**src/rtl/i2c_cmd_seq.sv**
```systemverilog
// i2c_cmd_seq: buffers I2C commands in a small FIFO and hands them one at a time to an
// I2C byte master. Each command yields exactly one response, which is held until consumed.
// Optional feature: define I2C_CMD_TIMEOUT_EN to add a WAIT-state watchdog that forces a
// timeout response after TIMEOUT_CYCLES cycles without i2c_done.
module i2c_cmd_seq #(
  parameter int unsigned DEPTH          = 4,
  parameter int unsigned TIMEOUT_CYCLES = 1_000_000
) (
  input  logic       clk,
  input  logic       arstn,
  // Command side
  input  logic       cmd_valid,
  output logic       cmd_ready,
  input  logic [6:0] cmd_addr,
  input  logic       cmd_rw,
  input  logic [7:0] cmd_data,
  // Response side
  output logic       rsp_valid,
  input  logic       rsp_ready,
  output logic       rsp_rw,
  output logic [7:0] rsp_data,
  output logic       rsp_timeout,
  output logic       busy,
  // I2C master side
  output logic       i2c_start,
  output logic [6:0] addr,
  output logic       rw,
  output logic [7:0] data_send,
  input  logic       i2c_done,
  input  logic [7:0] data_recv,
  input  logic       data_recv_done
);

  localparam int unsigned PtrW   = (DEPTH > 1) ? $clog2(DEPTH) : 1;
  localparam int unsigned CntW   = PtrW + 1;
  localparam int unsigned EntryW = 16;

  typedef enum logic [1:0] {
    StIdle,
    StIssue,
    StWait,
    StResp
  } state_e;

  // Elaboration-time sanity checks on the configuration.
  if (DEPTH < 2 || DEPTH > 16 || (DEPTH & (DEPTH - 1)) != 0) begin : g_bad_depth
    $error("i2c_cmd_seq: DEPTH must be a power of 2 in 2..16");
  end
  if (TIMEOUT_CYCLES < 2) begin : g_bad_timeout
    $error("i2c_cmd_seq: TIMEOUT_CYCLES must be at least 2");
  end

  // ---------------------------------------------------------------------------------------
  // Command FIFO
  // ---------------------------------------------------------------------------------------
  logic [EntryW-1:0] r_mem [DEPTH];
  logic [PtrW-1:0]   r_wr_ptr;
  logic [PtrW-1:0]   r_rd_ptr;
  logic [CntW-1:0]   r_count;
  logic              w_full;
  logic              w_empty;
  logic              w_push;
  logic              w_pop;
  logic [EntryW-1:0] w_head;

  assign w_full    = (r_count == CntW'(DEPTH));
  assign w_empty   = (r_count == '0);
  // No bypass: a full FIFO refuses the push even if the FSM pops in the same cycle.
  assign w_push    = cmd_valid && !w_full;
  assign w_head    = r_mem[r_rd_ptr];
  assign cmd_ready = !w_full;

  // Storage array: written on an accepted push; contents need no reset.
  always_ff @(posedge clk) begin
    if (w_push) begin
      r_mem[r_wr_ptr] <= {cmd_addr, cmd_rw, cmd_data};
    end
  end

  // Pointers wrap naturally at DEPTH (power of 2); occupancy tracks push/pop.
  always_ff @(posedge clk) begin
    if (!arstn) begin
      r_wr_ptr <= '0;
      r_rd_ptr <= '0;
      r_count  <= '0;
    end else begin
      if (w_push) begin
        r_wr_ptr <= r_wr_ptr + PtrW'(1);
      end
      if (w_pop) begin
        r_rd_ptr <= r_rd_ptr + PtrW'(1);
      end
      if (w_push && !w_pop) begin
        r_count <= r_count + CntW'(1);
      end else if (w_pop && !w_push) begin
        r_count <= r_count - CntW'(1);
      end
    end
  end

  // ---------------------------------------------------------------------------------------
  // Sequencer FSM
  // ---------------------------------------------------------------------------------------
  state_e     r_state;
  state_e     w_state_d;
  logic       w_timeout;
  logic [6:0] r_addr;
  logic       r_rw;
  logic [7:0] r_data_send;
  logic [7:0] r_rsp_data;

`ifdef I2C_CMD_TIMEOUT_EN
  localparam int unsigned  WdogW    = (TIMEOUT_CYCLES > 2) ? $clog2(TIMEOUT_CYCLES) : 1;
  localparam logic [WdogW-1:0] WdogLast = WdogW'(TIMEOUT_CYCLES - 1);

  logic [WdogW-1:0] r_wdog;
  logic [WdogW-1:0] w_wdog_inc;
  logic             r_timeout;

  assign w_wdog_inc = r_wdog + WdogW'(1);
  // Expires on the WAIT cycle whose increment reaches the limit; i2c_done takes priority.
  assign w_timeout  = (r_state == StWait) && !i2c_done && (w_wdog_inc == WdogLast);

  // Watchdog: cleared while issuing, counts every WAIT cycle.
  always_ff @(posedge clk) begin
    if (!arstn) begin
      r_wdog <= '0;
    end else if (r_state == StIssue) begin
      r_wdog <= '0;
    end else if (r_state == StWait) begin
      r_wdog <= w_wdog_inc;
    end
  end

  // Timeout flag for the current command; cleared when the next command is taken.
  always_ff @(posedge clk) begin
    if (!arstn) begin
      r_timeout <= 1'b0;
    end else if (w_pop) begin
      r_timeout <= 1'b0;
    end else if (w_timeout) begin
      r_timeout <= 1'b1;
    end
  end

  assign rsp_timeout = (r_state == StResp) && r_timeout;
`else
  assign w_timeout   = 1'b0;
  assign rsp_timeout = 1'b0;
`endif

  // State register.
  always_ff @(posedge clk) begin
    if (!arstn) begin
      r_state <= StIdle;
    end else begin
      r_state <= w_state_d;
    end
  end

  // Next-state decode plus FSM-derived strobes and outputs.
  always_comb begin
    w_state_d = r_state;
    w_pop     = 1'b0;
    i2c_start = 1'b0;
    rsp_valid = 1'b0;
    unique case (r_state)
      StIdle: begin
        if (!w_empty) begin
          w_pop     = 1'b1;
          w_state_d = StIssue;
        end
      end
      StIssue: begin
        i2c_start = 1'b1;
        w_state_d = StWait;
      end
      StWait: begin
        if (i2c_done || w_timeout) begin
          w_state_d = StResp;
        end
      end
      StResp: begin
        rsp_valid = 1'b1;
        if (rsp_ready) begin
          w_state_d = StIdle;
        end
      end
      default: w_state_d = StIdle;
    endcase
  end

  // Command latch and read-data capture. rsp_data starts at 0 for every command so writes
  // and timeouts report 0x00.
  always_ff @(posedge clk) begin
    if (!arstn) begin
      r_addr      <= '0;
      r_rw        <= 1'b0;
      r_data_send <= '0;
      r_rsp_data  <= '0;
    end else if (w_pop) begin
      {r_addr, r_rw, r_data_send} <= w_head;
      r_rsp_data                  <= '0;
    end else if (w_timeout) begin
      r_rsp_data <= '0;
    end else if ((r_state == StWait) && r_rw && data_recv_done) begin
      r_rsp_data <= data_recv;
    end
  end

  assign addr      = r_addr;
  assign rw        = r_rw;
  assign data_send = r_data_send;
  assign rsp_rw    = (r_state == StResp) && r_rw;
  assign rsp_data  = (r_state == StResp) ? r_rsp_data : 8'h00;
  assign busy      = !w_empty || (r_state != StIdle);

endmodule

```
**config.mk**
```make
export PLATFORM = sky130hd
export DESIGN_NAME = i2c_cmd_seq
export DESIGN_NICKNAME = d
export VERILOG_FILES = /design/src/rtl/i2c_cmd_seq.sv
export SDC_FILE = /design/constraint.sdc
export NUM_CORES = 1
export LEC_CHECK = 0
export CELL_PAD_IN_SITES_DETAIL_PLACEMENT = 0
export CELL_PAD_IN_SITES_GLOBAL_PLACEMENT = 1
export CORE_UTILIZATION = 48
export CTS_CLUSTER_DIAMETER = 50
export DETAILED_ROUTE_END_ITERATION = 10
export GPL_TIMING_DRIVEN = 1
export PLACE_DENSITY = 0.92
export SETUP_SLACK_MARGIN = 0.15
export SYNTH_ARGS = -nofsm -noshare
export SYNTH_HDL_FRONTEND = slang
export SYNTH_SLANG_ARGS = --single-unit
export TNS_END_PERCENT = 50
```
**constraint.sdc**
```tcl
create_clock -name clk -period 4.4 [get_ports clk]
set_clock_uncertainty 0.15 [all_clocks]
set_input_delay 1.32 -clock clk [delete_from_list [all_inputs] [get_ports clk]]
set_output_delay 1.32 -clock clk [all_outputs]
set_load 0.005 [all_outputs]
```
Word-level counts from Yosys, hierarchy flattened
Memory sizes are Yosys's and may differ from the RTL's. A register that Yosys moved wholly into a read port is not among the register bits.
Index checks and enable logic that the tools add are counted.
W data, S select, Z words.
{ "totals": {"mem_count": 1, "ram_bits": 64, "wordCells": 49, "out_inout_bits": 30, "inputBits": 30, "reg_bits": 17} }
{ "memory_table": {"columns": ["name", "depth", "word_bits", "read_ports", "rd_clocked_by_memory_dff", "wr", "line_no", "rtl"], "rows": [
  ["r_mem", 4, 16, 1, 1, 1, "56", "logic [EntryW-1:0] r_mem [DEPTH];"]
]} }
{ "op_classes": {"n_reduce_logical": 18, "add_sub_neg": 4, "n_eq_ne": 7, "n_mux": 13, "bitwise_logic": 1} }
{ "ops": {"columns": ["operator", "count"], "rows": [
  ["$mux W8", 1],
  ["$pmux W2 S4", 1],
  ["$logic_and A1 B1 Y1", 6],
  ["$mux W1", 6],
  ["$mux W2", 3],
  ["$mux W3", 2],
  ["$ne A2 B2 Y1 const B", 3],
  ["$logic_not A1 Y1", 5],
  ["$add A2 B1 Y2 const B", 2],
  ["$eq A2 B2 Y1 const B", 2],
  ["$reduce_bool A2 Y1", 2],
  ["$add A3 B1 Y3 const B", 1],
  ["$eq A3 B3 Y1 const B", 1],
  ["$logic_not A3 Y1", 1],
  ["$reduce_and A3 Y1", 1],
  ["$sub A3 B1 Y3 const B", 1],
  ["$eq A2 B1 Y1 const B", 1],
  ["$logic_not A2 Y1", 1],
  ["$reduce_or A2 Y1", 1],
  ["$logic_or A1 B1 Y1", 1],
  ["$not A1 Y1", 1]
]} }

Longest topological paths before layout
Gate-level depths: netlist of the first run.
{ "logic_depth": {"ltp_word": 7, "ltp_mapped": 9, "depth_no_buf": 9} }

Worst setup path before layout of the first run
No wires, ideal clock.
{ "synth_timing": {"path_kind": "in2reg", "start": "in cmd_valid", "end": "reg r_count[2]", "cell_stages": 8, "setup_slack_ns": 1.556, "arrival_time_ns": 2.624, "setup_time_ns": 0.070, "path_cell_list": "inv_1 > nor2_1 > ha_1 > inv_1 > fa_1 > xor2_1 > or3_1 > a21oi_1"} }
{ "synth_via": {"elab_chain_len": 4} }
{ "synth_lines": {"columns": ["element", "line_no", "rtl"], "rows": [
  ["from (decl)", "12", "input logic cmd_valid,"],
  ["$logic_and A1 B1 Y1 *", "69", "assign w_push = cmd_valid && !w_full;"],
  ["named net w_push", "62", "logic w_push;"],
  ["$logic_not A1 Y1", "95", "end else if (w_pop && !w_push) begin"],
  ["$logic_and A1 B1 Y1", "95", null],
  ["$reduce_bool A2 Y1 (no line)", null, null],
  ["to (signal assigned)", "94", "r_count <= r_count + CntW'(1);"],
  ["to (signal assigned)", "96", "r_count <= r_count - CntW'(1);"],
  ["to (decl)", "59", "logic [CntW-1:0] r_count;"]
]} }
The timed path passes the listed nets; every way through them passes the cells marked *.
A chain may end at the register's enable or synchronous reset.

Worst setup path after layout of the first run
{ "layout_timing": {"start": "reg r_count[2]", "end": "out cmd_ready"} }
{ "layout_via": {"elab_chain_len": 2} }
{ "layout_lines": {"columns": ["element", "line_no", "rtl"], "rows": [
  ["$eq A3 B3 Y1", "66", "assign w_full = (r_count == CntW'(DEPTH));"],
  ["$logic_not A1 Y1", "71", "assign cmd_ready = !w_full;"],
  ["to (decl)", "13", "output logic cmd_ready,"]
]} }
Every way passes these cells.

==> flow_summary.html, run 1 <==
<table>
<tr><th>Metric</th><th>Value</th></tr>
<tr><th colspan="2">Outcome</th></tr>
<tr><td>Run status</td><td>complete, no violations</td></tr>
<tr><th colspan="2">STA</th></tr>
<tr><td>Slew Viols, Final</td><td>0</td></tr>
<tr><td>Relative slew slack</td><td>0.4264</td></tr>
<tr><td>Fin Setup TNS</td><td>0 ns</td></tr>
<tr><td>Fin. Hold Viols</td><td>0</td></tr>
<tr><td>Setup repair after global routing missed its margin</td><td>false</td></tr>
<tr><td>Final Setup Violations</td><td>0</td></tr>
<tr><td>Clock period minus final worst setup slack</td><td>~3.4 ns</td></tr>
<tr><td>Max Fclk</td><td>roughly 300 MHz</td></tr>
<tr><td>Measured slew at the worst slew-check pin</td><td>0.8603 ns</td></tr>
<tr><td>Smallest setup slack after layout</td><td>approximately 1.0 ns</td></tr>
<tr><td>Ratio of final minimum period to clock period</td><td>0.7628</td></tr>
<tr><th colspan="2">Clock tree</th></tr>
<tr><td>Clock root buffer</td><td>sky130_fd_sc_hd__clkbuf_8</td></tr>
<tr><td>H-tree levels</td><td>3</td></tr>
<tr><td>Worst skew pair latency</td><td>between 0.3 and 0.4 ns</td></tr>
<tr><td>Hold bufs inserted after CTS</td><td>0</td></tr>
<tr><td>Clk sink count</td><td>97</td></tr>
<tr><td>Clock buffer count from CTS</td><td>9</td></tr>
<tr><td>CTS tree</td><td>done</td></tr>
<tr><td>Number of post-CTS setup repair buffers</td><td>0</td></tr>
<tr><td>Number of gates resized after CTS</td><td>0</td></tr>
<tr><td>Buffer levels on the longest clock path</td><td>2</td></tr>
<tr><td>Worst-path clk slew</td><td>~0.090 ns</td></tr>
<tr><th colspan="2">Synthesis</th></tr>
<tr><td>Most numerous cell in the Yosys netlist</td><td>sky130_fd_sc_hd__edfxtp_1</td></tr>
<tr><td>Most common library cells after synthesis</td><td>64 x sky130_fd_sc_hd__edfxtp_1, 33 x sky130_fd_sc_hd__dfxtp_1, 16 x sky130_fd_sc_hd__a22o_1, 16 x sky130_fd_sc_hd__mux4_2, 14 x sky130_fd_sc_hd__nor2_1</td></tr>
<tr><td>Synth Register Bits</td><td>97</td></tr>
<tr><td>Ys Warns</td><td>0</td></tr>
<tr><td>Syn avg cell area</td><td>between 15 and 20 um^2</td></tr>
<tr><td>Number of flops mapped to enable cells by yosys</td><td>64</td></tr>
<tr><td>Part of the Yosys area used for sequential elements</td><td>0.6905</td></tr>
<tr><td>Synthesized netlist net count</td><td>261</td></tr>
<tr><td>Area contributors post-synth</td><td>sky130_fd_sc_hd__edfxtp_1 51%, sky130_fd_sc_hd__dfxtp_1 18%, sky130_fd_sc_hd__mux4_2 9.6%, sky130_fd_sc_hd__a22o_1 3.7%, sky130_fd_sc_hd__ha_1 3.0%</td></tr>
<tr><td>Instance count of the mapped netlist</td><td>around 220</td></tr>
<tr><td>Count of cell types in the netlist</td><td>29</td></tr>
<tr><td>Most area-hungry cell type in the Yosys netlist</td><td>sky130_fd_sc_hd__edfxtp_1</td></tr>
<tr><td>Main synth FF type</td><td>sky130_fd_sc_hd__edfxtp_1</td></tr>
<tr><td>Area of the mapped netlist</td><td>roughly 0.0037 mm^2</td></tr>
<tr><td>Share of the synthesized area in the top cell type</td><td>0.5139</td></tr>
<tr><td>Share of async-settable or async-resettable flops after synthesis</td><td>0</td></tr>
<tr><th colspan="2">Setup path</th></tr>
<tr><td>CP Cell Sequence</td><td>nor3b_1 -&gt; inv_1 -&gt; clkdlybuf4s50_1</td></tr>
<tr><td>Endpoint type of the worst setup path</td><td>output port</td></tr>
<tr><td>Critical Path Start Type</td><td>flop</td></tr>
<tr><td>Worst R2R Setup Slack</td><td>~2.0 ns</td></tr>
<tr><td>Worst EP arrival</td><td>approximately 1.9 ns</td></tr>
<tr><td>Largest fanout on the critical path</td><td>7</td></tr>
<tr><td>Required time at the worst-slack endpoint</td><td>between 2 and 3 ns</td></tr>
<tr><td>Slowest CP cell</td><td>sky130_fd_sc_hd__clkdlybuf4s50_1</td></tr>
<tr><td>Critical path start-end classification</td><td>flop to output port</td></tr>
<tr><td>Timing startpoint of the critical path</td><td>r_count[2]</td></tr>
<tr><td>Worst flop-to-flop path startpoint</td><td>r_state[0]</td></tr>
<tr><td>Slowest cell delay on critical path</td><td>0.49 ns</td></tr>
<tr><th colspan="2">Placement</th></tr>
<tr><td>Half-perimeter wire length after detailed placement</td><td>around 4000 um</td></tr>
<tr><td>Cell count after placement</td><td>about 370</td></tr>
<tr><td>Global placement routability congestion</td><td>0.6967</td></tr>
<tr><td>Worst Setup Slack post-DPL</td><td>between 0.8 and 0.9 ns</td></tr>
<tr><td>Count of input and output buffers</td><td>58</td></tr>
<tr><th colspan="2">Drt</th></tr>
<tr><td>DR vias/cell</td><td>about 5.2</td></tr>
<tr><td>Number of violations reported at the end of detailed-routing iteration 0</td><td>between 80 and 90</td></tr>
<tr><td>DRC violations left</td><td>0</td></tr>
<tr><td>Total iterations of the first detailed-routing run</td><td>4</td></tr>
<tr><td>Vias post-DR</td><td>2027</td></tr>
<tr><td>Total detailed-routing wirelength</td><td>~6400 um</td></tr>
<tr><td>DR WL/cell</td><td>between 15 and 20 um</td></tr>
<tr><td>Final ANT Viol Nets</td><td>0</td></tr>
<tr><th colspan="2">Run</th></tr>
<tr><td>Number of violations of the max-capacitance limit</td><td>0</td></tr>
<tr><th colspan="2">Die</th></tr>
<tr><td>Die H</td><td>90.27 um</td></tr>
<tr><td>Number of placed I/O pins</td><td>60</td></tr>
<tr><td>Full die area</td><td>roughly 0.0081 mm^2</td></tr>
<tr><td>Effective utilization at floorplan</td><td>0.5048</td></tr>
<tr><td>Die span in x</td><td>about 90 um</td></tr>
<tr><td>Std-Cell Core Area</td><td>around 0.0074 mm^2</td></tr>
<tr><td>Number of rows in the core area</td><td>31</td></tr>
<tr><th colspan="2">Global routing</th></tr>
<tr><td>Number of global-route vias before repair</td><td>between 2000 and 2500</td></tr>
<tr><td>Antenna violations before repair</td><td>0</td></tr>
<tr><td>Global-route wire length before repair</td><td>approximately 10000 um</td></tr>
<tr><td>Global route total overflow</td><td>0</td></tr>
<tr><td>Aggregate global-route resource usage</td><td>0.1650</td></tr>
<tr><td>Maximum number of pins on one net before global-route repair</td><td>20</td></tr>
<tr><th colspan="2">Finish</th></tr>
<tr><td>Nets@finish</td><td>approximately 320</td></tr>
<tr><td>Utilization after layout</td><td>0.6219</td></tr>
<tr><td>Area growth syn-to-layout</td><td>23.19%</td></tr>
<tr><td>Non-filler instance count after layout</td><td>around 390</td></tr>
<tr><td>Total of fill cells in the finished design</td><td>561</td></tr>
<tr><td>Layout cell share with drive strength beyond 1</td><td>0.1211</td></tr>
<tr><td>Antenna fix cells</td><td>0</td></tr>
<tr><th colspan="2">Pwr</th></tr>
<tr><td>Leakage Power</td><td>~0.0017 uW</td></tr>
<tr><td>Maximum resistive drop on vdd</td><td>0.0003339 V</td></tr>
<tr><td>Power Density</td><td>~560 mW/mm^2</td></tr>
<tr><th colspan="2">Min path</th></tr>
<tr><td>Path category of the worst min-delay check</td><td>flop to flop</td></tr>
<tr><td>Worst hold start</td><td>addr[2]</td></tr>
</table>
[placed cells by master (no fill, tap or decap), types with 2 or more instances in the layout]
| cell | count |
|---|---|
| sky130_fd_sc_hd__edfxtp_1 | 64 |
| sky130_fd_sc_hd__clkdlybuf4s50_1 | 58 |
| sky130_fd_sc_hd__dfxtp_1 | 33 |
| sky130_fd_sc_hd__mux4_2 | 16 |
| sky130_fd_sc_hd__a22o_1 | 16 |
| sky130_fd_sc_hd__nor2_1 | 14 |
| sky130_fd_sc_hd__and2_1 | 10 |
| sky130_fd_sc_hd__mux2i_1 | 10 |
| sky130_fd_sc_hd__inv_1 | 9 |
| sky130_fd_sc_hd__ha_1 | 9 |
| sky130_fd_sc_hd__clkbuf_8 | 9 |
| sky130_fd_sc_hd__nand2_1 | 4 |
| sky130_fd_sc_hd__and3_1 | 4 |
| sky130_fd_sc_hd__xor2_1 | 4 |
| sky130_fd_sc_hd__nand3_1 | 3 |
| sky130_fd_sc_hd__o21ai_0 | 3 |
| sky130_fd_sc_hd__a21oi_1 | 3 |
| sky130_fd_sc_hd__clkinv_4 | 2 |
| sky130_fd_sc_hd__inv_8 | 2 |
| sky130_fd_sc_hd__buf_4 | 2 |
[area by class of cell]
| cell class | count | area [um^2] | area share |
|---|---|---|---|
| sequential | 97 | 2582 | 0.5606 |
| multi-input combinational | 107 | 1052 | 0.2284 |
| timing repair buffer | 60 | 595.6 | 0.1293 |
| clock buffer | 9 | 123.9 | 0.02689 |
| tap | 99 | 123.9 | 0.02689 |
| clock inverter | 7 | 95.09 | 0.02064 |
| inverter | 9 | 33.78 | 0.007333 |
[state kept, by name, summed over array words and instances (netlist names)]
| signal | flops |
|---|---|
| addr | 7 |
| r_mem | 64 |
| r_rsp_data | 8 |
| r_rd_ptr | 2 |
| rw | 1 |
| r_count | 3 |
| r_wr_ptr | 2 |
| data_send | 8 |
| r_state | 2 |
[power breakdown]
group	leakage (uW)	internal, uW	total, uW	switching, uW
registers	0.000857	1110	1220	108
clock network	0.000111	280	611	331
logic	0.000697	423	730	307
total	0.00166	1820	2560	746
[metal layers]
| layer | part of all wire | GRT usage | vias to the layer above |
|---|---|---|---|
| met5 | 0 | 0 | - |
| li1 | - | - | 965 |
| met3 | 0.045 | 0.03620 | 8 |
| met1 | 0.48 | 0.2269 | 996 |
| met2 | 0.47 | 0.2570 | 58 |
| met4 | 0.014 | 0.06586 | 0 |
[stage by stage]
stage	hold WS [ns]	total power, uW	area (um^2)
after CTS	0.3396	2584	4607
after global placement	0.3116	1964	4388
after global routing	0.3537	2699	4607
after floorplan	0.3048	1713	3740
final	0.3371	2561	4607
after detailed placement	0.3148	1977	4388
[path summary, 6_finish.rpt]
| kind | to | cells past startpoint |
|---|---|---|
| max | cmd_ready | 3 |
| min | addr[2] | 1 |
| max reg2reg | r_count[2] | 9 |
| min reg2reg | addr[2] | 1 |
[logic make-up after synthesis]
family          count (synthesis)  synth area share
flops                          97            0.6905
simple gates                   39           0.05219
compound gates                 27           0.06022
mux                            26            0.1231
buf+inv                        17           0.02810
fa+ha+maj                      10           0.03546
xor+xnor                        4          0.009367
other cells                     1          0.001003
[worst max-delay path, delay by kind of cell, from the launching register on]
kind / cells / cell delay [ns]
buffers and inverters: 2 / 0.68
and+or+nand+nor: 1 / 0.40
DFF: 1 / 0.46
(Power assumes the default switching activity.)
==> run 2, diff against run 1 <==
--- a/config.mk
+++ b/config.mk
@@ -7,11 +7,11 @@
 export LEC_CHECK = 0
 export CELL_PAD_IN_SITES_DETAIL_PLACEMENT = 0
 export CELL_PAD_IN_SITES_GLOBAL_PLACEMENT = 1
-export CORE_UTILIZATION = 48
+export CORE_UTILIZATION = 44
 export CTS_CLUSTER_DIAMETER = 50
 export DETAILED_ROUTE_END_ITERATION = 10
 export GPL_TIMING_DRIVEN = 1
-export PLACE_DENSITY = 0.92
+export PLACE_DENSITY = 0.86
 export SETUP_SLACK_MARGIN = 0.15
 export SYNTH_ARGS = -nofsm -noshare
 export SYNTH_HDL_FRONTEND = slang
==> constraint.sdc (replaced) <==
create_clock -name clk -period 3.17 [get_ports clk]
set_clock_uncertainty 0.15 [all_clocks]
set_input_delay 0.951 -clock clk [delete_from_list [all_inputs] [get_ports clk]]
set_output_delay 0.951 -clock clk [all_outputs]
set_load 0.005 [all_outputs]
==> run 2 against run 1 <==
  * Worst hold slack barely moved
  * Clock-buffer cell count increased by 2
  * Global-route usage fell by 0.19 points
  * Non-clock buffer count increased by 8
  * Power is 34% higher
  * Sequential share of layout area fell by 0.66 points
  * Worst setup slack got worse by 0.74 ns
  * First-iteration DRC count shrank 36%
  * Utilization decreased by 5.4 points
  * Cell count rose by 3.4%
  * Sequential power rose by 38%
  * Critical endpoint unchanged
  * Largest cell class unchanged
  * Highest routed layer unchanged
==> flow_summary.html, run 2 (synthesis gave the netlist of run 1 again) <==
<table>
<tr><th>Metric</th><th>Value</th></tr>
<tr><th colspan="2">Placement</th></tr>
<tr><td>Half-perimeter wire length after detailed placement</td><td>4254 um</td></tr>
<tr><td>Global placement routability congestion</td><td>0.7391</td></tr>
<tr><td>Count of input and output buffers</td><td>58</td></tr>
<tr><th colspan="2">Die</th></tr>
<tr><td>Std-Cell Core Area</td><td>between 0.008 and 0.009 mm^2</td></tr>
<tr><td>Die span in x</td><td>between 90 and 100 um</td></tr>
<tr><td>Effective utilization at floorplan</td><td>0.4552</td></tr>
<tr><td>Die H</td><td>approximately 94 um</td></tr>
<tr><td>Full die area</td><td>approximately 0.009 mm^2</td></tr>
<tr><td>Number of placed I/O pins</td><td>60</td></tr>
<tr><td>Number of rows in the core area</td><td>33</td></tr>
<tr><th colspan="2">Drt</th></tr>
<tr><td>Number of violations reported at the end of detailed-routing iteration 0</td><td>between 50 and 60</td></tr>
<tr><td>DR WL/cell</td><td>~16 um</td></tr>
<tr><td>DR vias/cell</td><td>~5.0</td></tr>
<tr><td>Total iterations of the first detailed-routing run</td><td>4</td></tr>
<tr><td>Total detailed-routing wirelength</td><td>about 6400 um</td></tr>
<tr><td>Vias post-DR</td><td>just over 2000</td></tr>
<tr><td>DRC violations left</td><td>0</td></tr>
<tr><td>Final ANT Viol Nets</td><td>0</td></tr>
<tr><th colspan="2">Clock tree</th></tr>
<tr><td>Clock buffer count from CTS</td><td>9</td></tr>
<tr><td>Buffer levels on the longest clock path</td><td>2</td></tr>
<tr><td>Clock root buffer</td><td>sky130_fd_sc_hd__clkbuf_8</td></tr>
<tr><td>H-tree levels</td><td>3</td></tr>
<tr><td>Number of post-CTS setup repair buffers</td><td>0</td></tr>
<tr><td>CTS tree</td><td>done</td></tr>
<tr><td>Worst-path clk slew</td><td>~0.09 ns</td></tr>
<tr><td>Clk sink count</td><td>a little under 100</td></tr>
<tr><td>Worst skew pair latency</td><td>roughly 0.36 ns</td></tr>
<tr><th colspan="2">STA</th></tr>
<tr><td>Fin Setup TNS</td><td>0 ns</td></tr>
<tr><td>Measured slew at the worst slew-check pin</td><td>roughly 1.1 ns</td></tr>
<tr><td>Slew Viols, Final</td><td>0</td></tr>
<tr><td>Relative slew slack</td><td>0.2322</td></tr>
<tr><td>Final Setup Violations</td><td>0</td></tr>
<tr><td>Clock period minus final worst setup slack</td><td>approximately 2.9 ns</td></tr>
<tr><td>Setup repair after global routing missed its margin</td><td>false</td></tr>
<tr><td>Fin. Hold Viols</td><td>0</td></tr>
<tr><td>Max Fclk</td><td>349.0 MHz</td></tr>
<tr><td>Ratio of final minimum period to clock period</td><td>0.9039</td></tr>
<tr><th colspan="2">Finish</th></tr>
<tr><td>Nets@finish</td><td>332</td></tr>
<tr><td>Most frequent standard cell in the layout excluding fill and tap cells</td><td>sky130_fd_sc_hd__edfxtp_1</td></tr>
<tr><td>Antenna fix cells</td><td>0</td></tr>
<tr><td>Total of fill cells in the finished design</td><td>between 600 and 700</td></tr>
<tr><td>Register containing the most flip-flops in the final layout</td><td>r_mem</td></tr>
<tr><td>Number of flip-flops in the largest register</td><td>64</td></tr>
<tr><td>Commonest non-fill, non-tap cells in the layout</td><td>64 x sky130_fd_sc_hd__edfxtp_1, 58 x sky130_fd_sc_hd__clkdlybuf4s50_1, 33 x sky130_fd_sc_hd__dfxtp_1</td></tr>
<tr><td>Layout cell share with drive strength beyond 1</td><td>0.1385</td></tr>
<tr><td>Area growth syn-to-layout</td><td>24.66%</td></tr>
<tr><td>Utilization after layout</td><td>0.5674</td></tr>
<tr><th colspan="2">Outcome</th></tr>
<tr><td>Run status</td><td>complete, no violations</td></tr>
<tr><th colspan="2">Pwr</th></tr>
<tr><td>Total power of the final layout</td><td>approximately 3400 uW</td></tr>
<tr><td>Leakage Power</td><td>about 0.0017 uW</td></tr>
<tr><td>Maximum resistive drop on vdd</td><td>about 0.00042 V</td></tr>
<tr><td>Power Density</td><td>between 700 and 800 mW/mm^2</td></tr>
<tr><th colspan="2">Setup path</th></tr>
<tr><td>Critical Path Start Type</td><td>flop</td></tr>
<tr><td>Worst EP arrival</td><td>roughly 1.8 ns</td></tr>
<tr><td>Largest fanout on the critical path</td><td>7</td></tr>
<tr><td>CP Cell Sequence</td><td>nor3b_2 -&gt; inv_1 -&gt; clkdlybuf4s50_1</td></tr>
<tr><td>Slowest cell delay on critical path</td><td>between 0.4 and 0.5 ns</td></tr>
<tr><td>Critical path start-end classification</td><td>flop to output port</td></tr>
<tr><td>Required time at the worst-slack endpoint</td><td>roughly 2.1 ns</td></tr>
<tr><td>Endpoint type of the worst setup path</td><td>output port</td></tr>
<tr><td>Slowest CP cell</td><td>sky130_fd_sc_hd__clkdlybuf4s50_1</td></tr>
<tr><th colspan="2">Global routing</th></tr>
<tr><td>Global route total overflow</td><td>0</td></tr>
<tr><td>Global-route wire length before repair</td><td>10290 um</td></tr>
<tr><td>Number of global-route vias before repair</td><td>1972</td></tr>
<tr><td>Aggregate global-route resource usage</td><td>0.1631</td></tr>
<tr><td>Antenna violations before repair</td><td>0</td></tr>
<tr><td>Maximum number of pins on one net before global-route repair</td><td>18</td></tr>
<tr><th colspan="2">Min path</th></tr>
<tr><td>Path category of the worst min-delay check</td><td>flop to flop</td></tr>
<tr><th colspan="2">Run</th></tr>
<tr><td>Number of violations of the max-capacitance limit</td><td>0</td></tr>
</table>
-- run 2: cell types whose count changed in the layout (fill, tap and decap cells not counted), sizes merged --
cell,delta
inv,-2
bufinv,-1
buf,+8
clkbuf,+2
-- run 2: layout make-up --
cell class,count,area (um^2),share of cell area
inverters,9,33.78,0.007246
clock buffers,11,131.4,0.02818
repair buffers,68,693.2,0.1487
multi-input cells,107,1060,0.2273
clock inverters,4,30.03,0.006441
well taps,105,131.4,0.02818
flip-flops and latches,97,2582,0.5539
-- run 2: critical path, delay by kind of cell (launching register included) --
kind / cells / cell delay [ns]
buffers and inverters: 2 / 0.65
and+or+nand+nor: 1 / 0.31
DFF: 1 / 0.46
-- run 2: final timing paths --
path / cells past startpoint / endpoint / start / slack [ns]
worst max-delay path: 3 / cmd_ready / r_count[2] / 0.30
worst min-delay path: 1 / addr[3] / addr[3] / 0.34
worst max register to register: 9 / r_count[2] / r_state[0] / 0.77
worst min register to register: 1 / addr[3] / addr[3] / 0.34
-- run 2: timing repair --
item	4_1_cts	5_1_grt
setup endpoints to repair	0	5
gates resized for setup	0	2
hold buffers	0	0
-- run 2: through the flow --
| step | hold slack (ns) | instances | area (um^2) | worst slack (ns) |
|---|---|---|---|---|
| finish | 0.3369 | 401 | 4662 | 0.3046 |
| global route | 0.3575 | 401 | 4662 | 0.1635 |
| CTS | 0.3390 | 401 | 4654 | 0.1868 |
| detailed placement | 0.3166 | 386 | 4493 | 0.08144 |
| global placement | 0.3137 | 386 | 4493 | 0.1625 |
| floorplan | 0.3048 | 221 | 3740 | 0.6947 |
-- run 2: layer usage --
metal	share of wire	wire, um	track usage	vias up
li1	-	-	-	986
met3	0.044	280	0.04045	11
met4	0.019	119	0.07692	0
met2	0.50	3222	0.2566	45
met5	0	0	0	-
met1	0.44	2796	0.2114	975
-- run 2: where the power goes --
| group | switching, uW | leakage, uW | internal [uW] | total [uW] |
|---|---|---|---|---|
| Combinational | 443 | 0.000747 | 612 | 1050 |
| Sequential | 140 | 0.000857 | 1540 | 1680 |
| Clock | 408 | 0.0000814 | 285 | 692 |
| Total | 990 | 0.00168 | 2440 | 3430 |
==> run 3, diff against run 2 <==
--- a/config.mk
+++ b/config.mk
@@ -10,7 +10,7 @@
 export CORE_UTILIZATION = 44
 export CTS_CLUSTER_DIAMETER = 50
 export DETAILED_ROUTE_END_ITERATION = 10
-export GPL_TIMING_DRIVEN = 1
+export GPL_TIMING_DRIVEN = 0
 export PLACE_DENSITY = 0.86
 export SETUP_SLACK_MARGIN = 0.15
 export SYNTH_ARGS = -nofsm -noshare
==> run 3 against run 2 <==
  * Design area up 0.72%
  * Clock-buffer cell count down 1
  * Cell count down 0.25%
  * Sequential share of layout area down 0.40 points
  * Worst setup slack worse by 0.026 ns
  * Critical path depth unchanged
  * Register-to-register slack about the same
  * Sequential power about the same
  * Clock power up 33%
  * Sequential cell count unchanged
  * Wire length up 2.8%
  * Power up 7.8%
  * Largest power group unchanged
==> flow_summary.html, run 3 (synthesis gave the netlist of run 1 again) <==
<table>
<tr><th>Metric</th><th>Value</th></tr>
<tr><th colspan="2">Finish</th></tr>
<tr><td>Antenna fix cells</td><td>0</td></tr>
<tr><td>Utilization after layout</td><td>0.5715</td></tr>
<tr><td>Area growth syn-to-layout</td><td>25.56%</td></tr>
<tr><td>Register containing the most flip-flops in the final layout</td><td>r_mem</td></tr>
<tr><td>Most frequent standard cell in the layout excluding fill and tap cells</td><td>sky130_fd_sc_hd__edfxtp_1</td></tr>
<tr><td>Layout cell share with drive strength beyond 1</td><td>0.1390</td></tr>
<tr><td>Commonest non-fill, non-tap cells in the layout</td><td>64 x sky130_fd_sc_hd__edfxtp_1, 58 x sky130_fd_sc_hd__clkdlybuf4s50_1, 33 x sky130_fd_sc_hd__dfxtp_1</td></tr>
<tr><td>Number of flip-flops in the largest register</td><td>64</td></tr>
<tr><td>Nets@finish</td><td>330</td></tr>
<tr><th colspan="2">STA</th></tr>
<tr><td>Max Fclk</td><td>345.9 MHz</td></tr>
<tr><td>Slew Viols, Final</td><td>0</td></tr>
<tr><td>Ratio of final minimum period to clock period</td><td>0.9120</td></tr>
<tr><td>Final Setup Violations</td><td>0</td></tr>
<tr><td>Clock period minus final worst setup slack</td><td>between 2 and 3 ns</td></tr>
<tr><td>Fin. Hold Viols</td><td>0</td></tr>
<tr><td>Setup repair after global routing missed its margin</td><td>false</td></tr>
<tr><td>Relative slew slack</td><td>0.4097</td></tr>
<tr><td>Measured slew at the worst slew-check pin</td><td>just under 0.9 ns</td></tr>
<tr><th colspan="2">Pwr</th></tr>
<tr><td>Maximum resistive drop on vdd</td><td>~0.00045 V</td></tr>
<tr><td>Relative contribution of combinational cells to total power</td><td>0.302</td></tr>
<tr><td>Psw</td><td>around 1000 uW</td></tr>
<tr><td>Part of the total power dissipated in sequential elements</td><td>0.450</td></tr>
<tr><td>Power Density</td><td>787.4 mW/mm^2</td></tr>
<tr><td>Clock group share of total power</td><td>0.248</td></tr>
<tr><td>Cell-internal power</td><td>about 2700 uW</td></tr>
<tr><td>Switching fraction of total power</td><td>0.2826</td></tr>
<tr><td>Total power of the final layout</td><td>3698 uW</td></tr>
<tr><td>Leakage Power</td><td>about 0.0017 uW</td></tr>
<tr><th colspan="2">Min path</th></tr>
<tr><td>Worst hold start</td><td>addr[4]</td></tr>
<tr><td>Path category of the worst min-delay check</td><td>flop to flop</td></tr>
<tr><th colspan="2">Clock tree</th></tr>
<tr><td>H-tree levels</td><td>3</td></tr>
<tr><td>Hold bufs inserted after CTS</td><td>0</td></tr>
<tr><td>Clock root buffer</td><td>sky130_fd_sc_hd__clkbuf_8</td></tr>
<tr><td>Worst-path clk slew</td><td>0.10 ns</td></tr>
<tr><td>Clock buffer count from CTS</td><td>9</td></tr>
<tr><td>Clk sink count</td><td>97</td></tr>
<tr><td>Worst skew pair latency</td><td>0.37 ns</td></tr>
<tr><td>CTS tree</td><td>done</td></tr>
<tr><td>Buffer levels on the longest clock path</td><td>2</td></tr>
<tr><th colspan="2">Placement</th></tr>
<tr><td>Global placement routability congestion</td><td>0.6957</td></tr>
<tr><td>Count of input and output buffers</td><td>58</td></tr>
<tr><td>Half-perimeter wire length after detailed placement</td><td>approximately 4300 um</td></tr>
<tr><th colspan="2">Drt</th></tr>
<tr><td>Number of violations reported at the end of detailed-routing iteration 0</td><td>64</td></tr>
<tr><td>Vias post-DR</td><td>a little over 2000</td></tr>
<tr><td>DRC violations left</td><td>0</td></tr>
<tr><td>Total detailed-routing wirelength</td><td>between 6000 and 7000 um</td></tr>
<tr><td>DR WL/cell</td><td>around 16 um</td></tr>
<tr><td>Total iterations of the first detailed-routing run</td><td>4</td></tr>
<tr><td>Final ANT Viol Nets</td><td>0</td></tr>
<tr><td>DR vias/cell</td><td>5.103</td></tr>
<tr><th colspan="2">Die</th></tr>
<tr><td>Effective utilization at floorplan</td><td>0.4552</td></tr>
<tr><td>Std-Cell Core Area</td><td>0.008217 mm^2</td></tr>
<tr><td>Full die area</td><td>0.008873 mm^2</td></tr>
<tr><td>Die H</td><td>94.20 um</td></tr>
<tr><td>Number of placed I/O pins</td><td>60</td></tr>
<tr><td>Number of rows in the core area</td><td>33</td></tr>
<tr><td>Die span in x</td><td>94.20 um</td></tr>
<tr><th colspan="2">Setup path</th></tr>
<tr><td>Required time at the worst-slack endpoint</td><td>~2.1 ns</td></tr>
<tr><td>Endpoint of the worst-slack reg-to-reg timing path</td><td>r_count[2]</td></tr>
<tr><td>Worst flop-to-flop path startpoint</td><td>r_state[0]</td></tr>
<tr><td>Worst R2R Setup Slack</td><td>approximately 0.76 ns</td></tr>
<tr><td>Critical Path Start Type</td><td>flop</td></tr>
<tr><td>Worst EP arrival</td><td>~1.8 ns</td></tr>
<tr><td>Worst reg2reg path depth</td><td>9</td></tr>
<tr><td>Timing startpoint of the critical path</td><td>r_state[0]</td></tr>
<tr><td>End point of the critical path</td><td>rsp_data[4]</td></tr>
<tr><td>Endpoint type of the worst setup path</td><td>output port</td></tr>
<tr><td>Critical path start-end classification</td><td>flop to output port</td></tr>
<tr><td>Largest fanout on the critical path</td><td>11</td></tr>
<tr><th colspan="2">Global routing</th></tr>
<tr><td>Global-route wire length before repair</td><td>10510 um</td></tr>
<tr><td>Antenna violations before repair</td><td>0</td></tr>
<tr><td>Global route total overflow</td><td>0</td></tr>
<tr><td>Aggregate global-route resource usage</td><td>0.1641</td></tr>
<tr><td>Maximum number of pins on one net before global-route repair</td><td>18</td></tr>
<tr><td>Number of global-route vias before repair</td><td>2124</td></tr>
<tr><th colspan="2">Run</th></tr>
<tr><td>Number of violations of the max-capacitance limit</td><td>0</td></tr>
<tr><th colspan="2">Outcome</th></tr>
<tr><td>Run status</td><td>complete, no violations</td></tr>
</table>
run 3: changes by cell type in the layout (fill, tap and decap cells not counted), moves of 2 or more:
| cell | before | now |
|---|---|---|
| sky130_fd_sc_hd__buf_6 | 0 | 4 |
| sky130_fd_sc_hd__buf_4 | 7 | 3 |
| sky130_fd_sc_hd__buf_12 | 3 | 0 |
| sky130_fd_sc_hd__bufinv_16 | 0 | 2 |
run 3: power by group through the flow:
stage	clock, uW	combinational [uW]	sequential (uW)
floorplan	0	709	1670
global placement	0	1100	1680
detailed placement	0	1130	1690
CTS	931	1140	1670
global route	980	1230	1690
finish	918	1120	1660
run 3: how the worst min path moves through the flow:
| stage | depth (start not counted) | slack [ns] | endpoint |
|---|---|---|---|
| 4_1_cts | 1 | 0.34 | data_send[3] |
| 3_5_place_dp | 1 | 0.32 | data_send[3] |
| 5_1_grt | 1 | 0.36 | data_send[5] |
| 3_3_place_gp | 1 | 0.31 | addr[0] |
| 6_report | 1 | 0.34 | addr[4] |
| 2_1_floorplan | 2 | 0.30 | r_rsp_data[0] |
run 3: layout make-up:
class | count | area, um^2
buffer | 8 | 71.32
multi-input combinational | 107 | 1057
clock buffer | 10 | 137.6
sequential | 97 | 2582
fill | 650 | 3521
tap | 105 | 131.4
clock inverter | 6 | 101.3
inverter | 9 | 33.78
timing repair buffer | 58 | 580.6
run 3: stage by stage:
stage	worst slack (ns)	TNS (ns)	instances	instance area [um^2]	hold slack (ns)
after floorplan	0.6947	0	221	3740	0.3048
after detailed placement	-0.05999	-0.05999	384	4452	0.3187
final	0.2789	0	400	4696	0.3381
after global placement	0.02156	0	384	4452	0.3128
after CTS	0.2419	0	400	4696	0.3404
after global routing	0.1588	0	400	4696	0.3612
run 3: repair_timing:
item                                   CTS  global route
buffers inserted                         0             0
setup endpoints to repair                1             0
resized for setup                        1             0
endpoints found under the hold margin    0             0
run 3: critical path, cell delays in order, from the launching register on:
cell and delay, ns:
sky130_fd_sc_hd__dfxtp_1 0.39, sky130_fd_sc_hd__ha_1 0.37, sky130_fd_sc_hd__and2_1 0.17, sky130_fd_sc_hd__clkdlybuf4s50_1 0.51
run 3: metal layers:
metal	track usage	part of all wire
met5	0	0
met2	0.2748	0.50
met3	0.04531	0.042
met1	0.1993	0.44
met4	0.06667	0.013
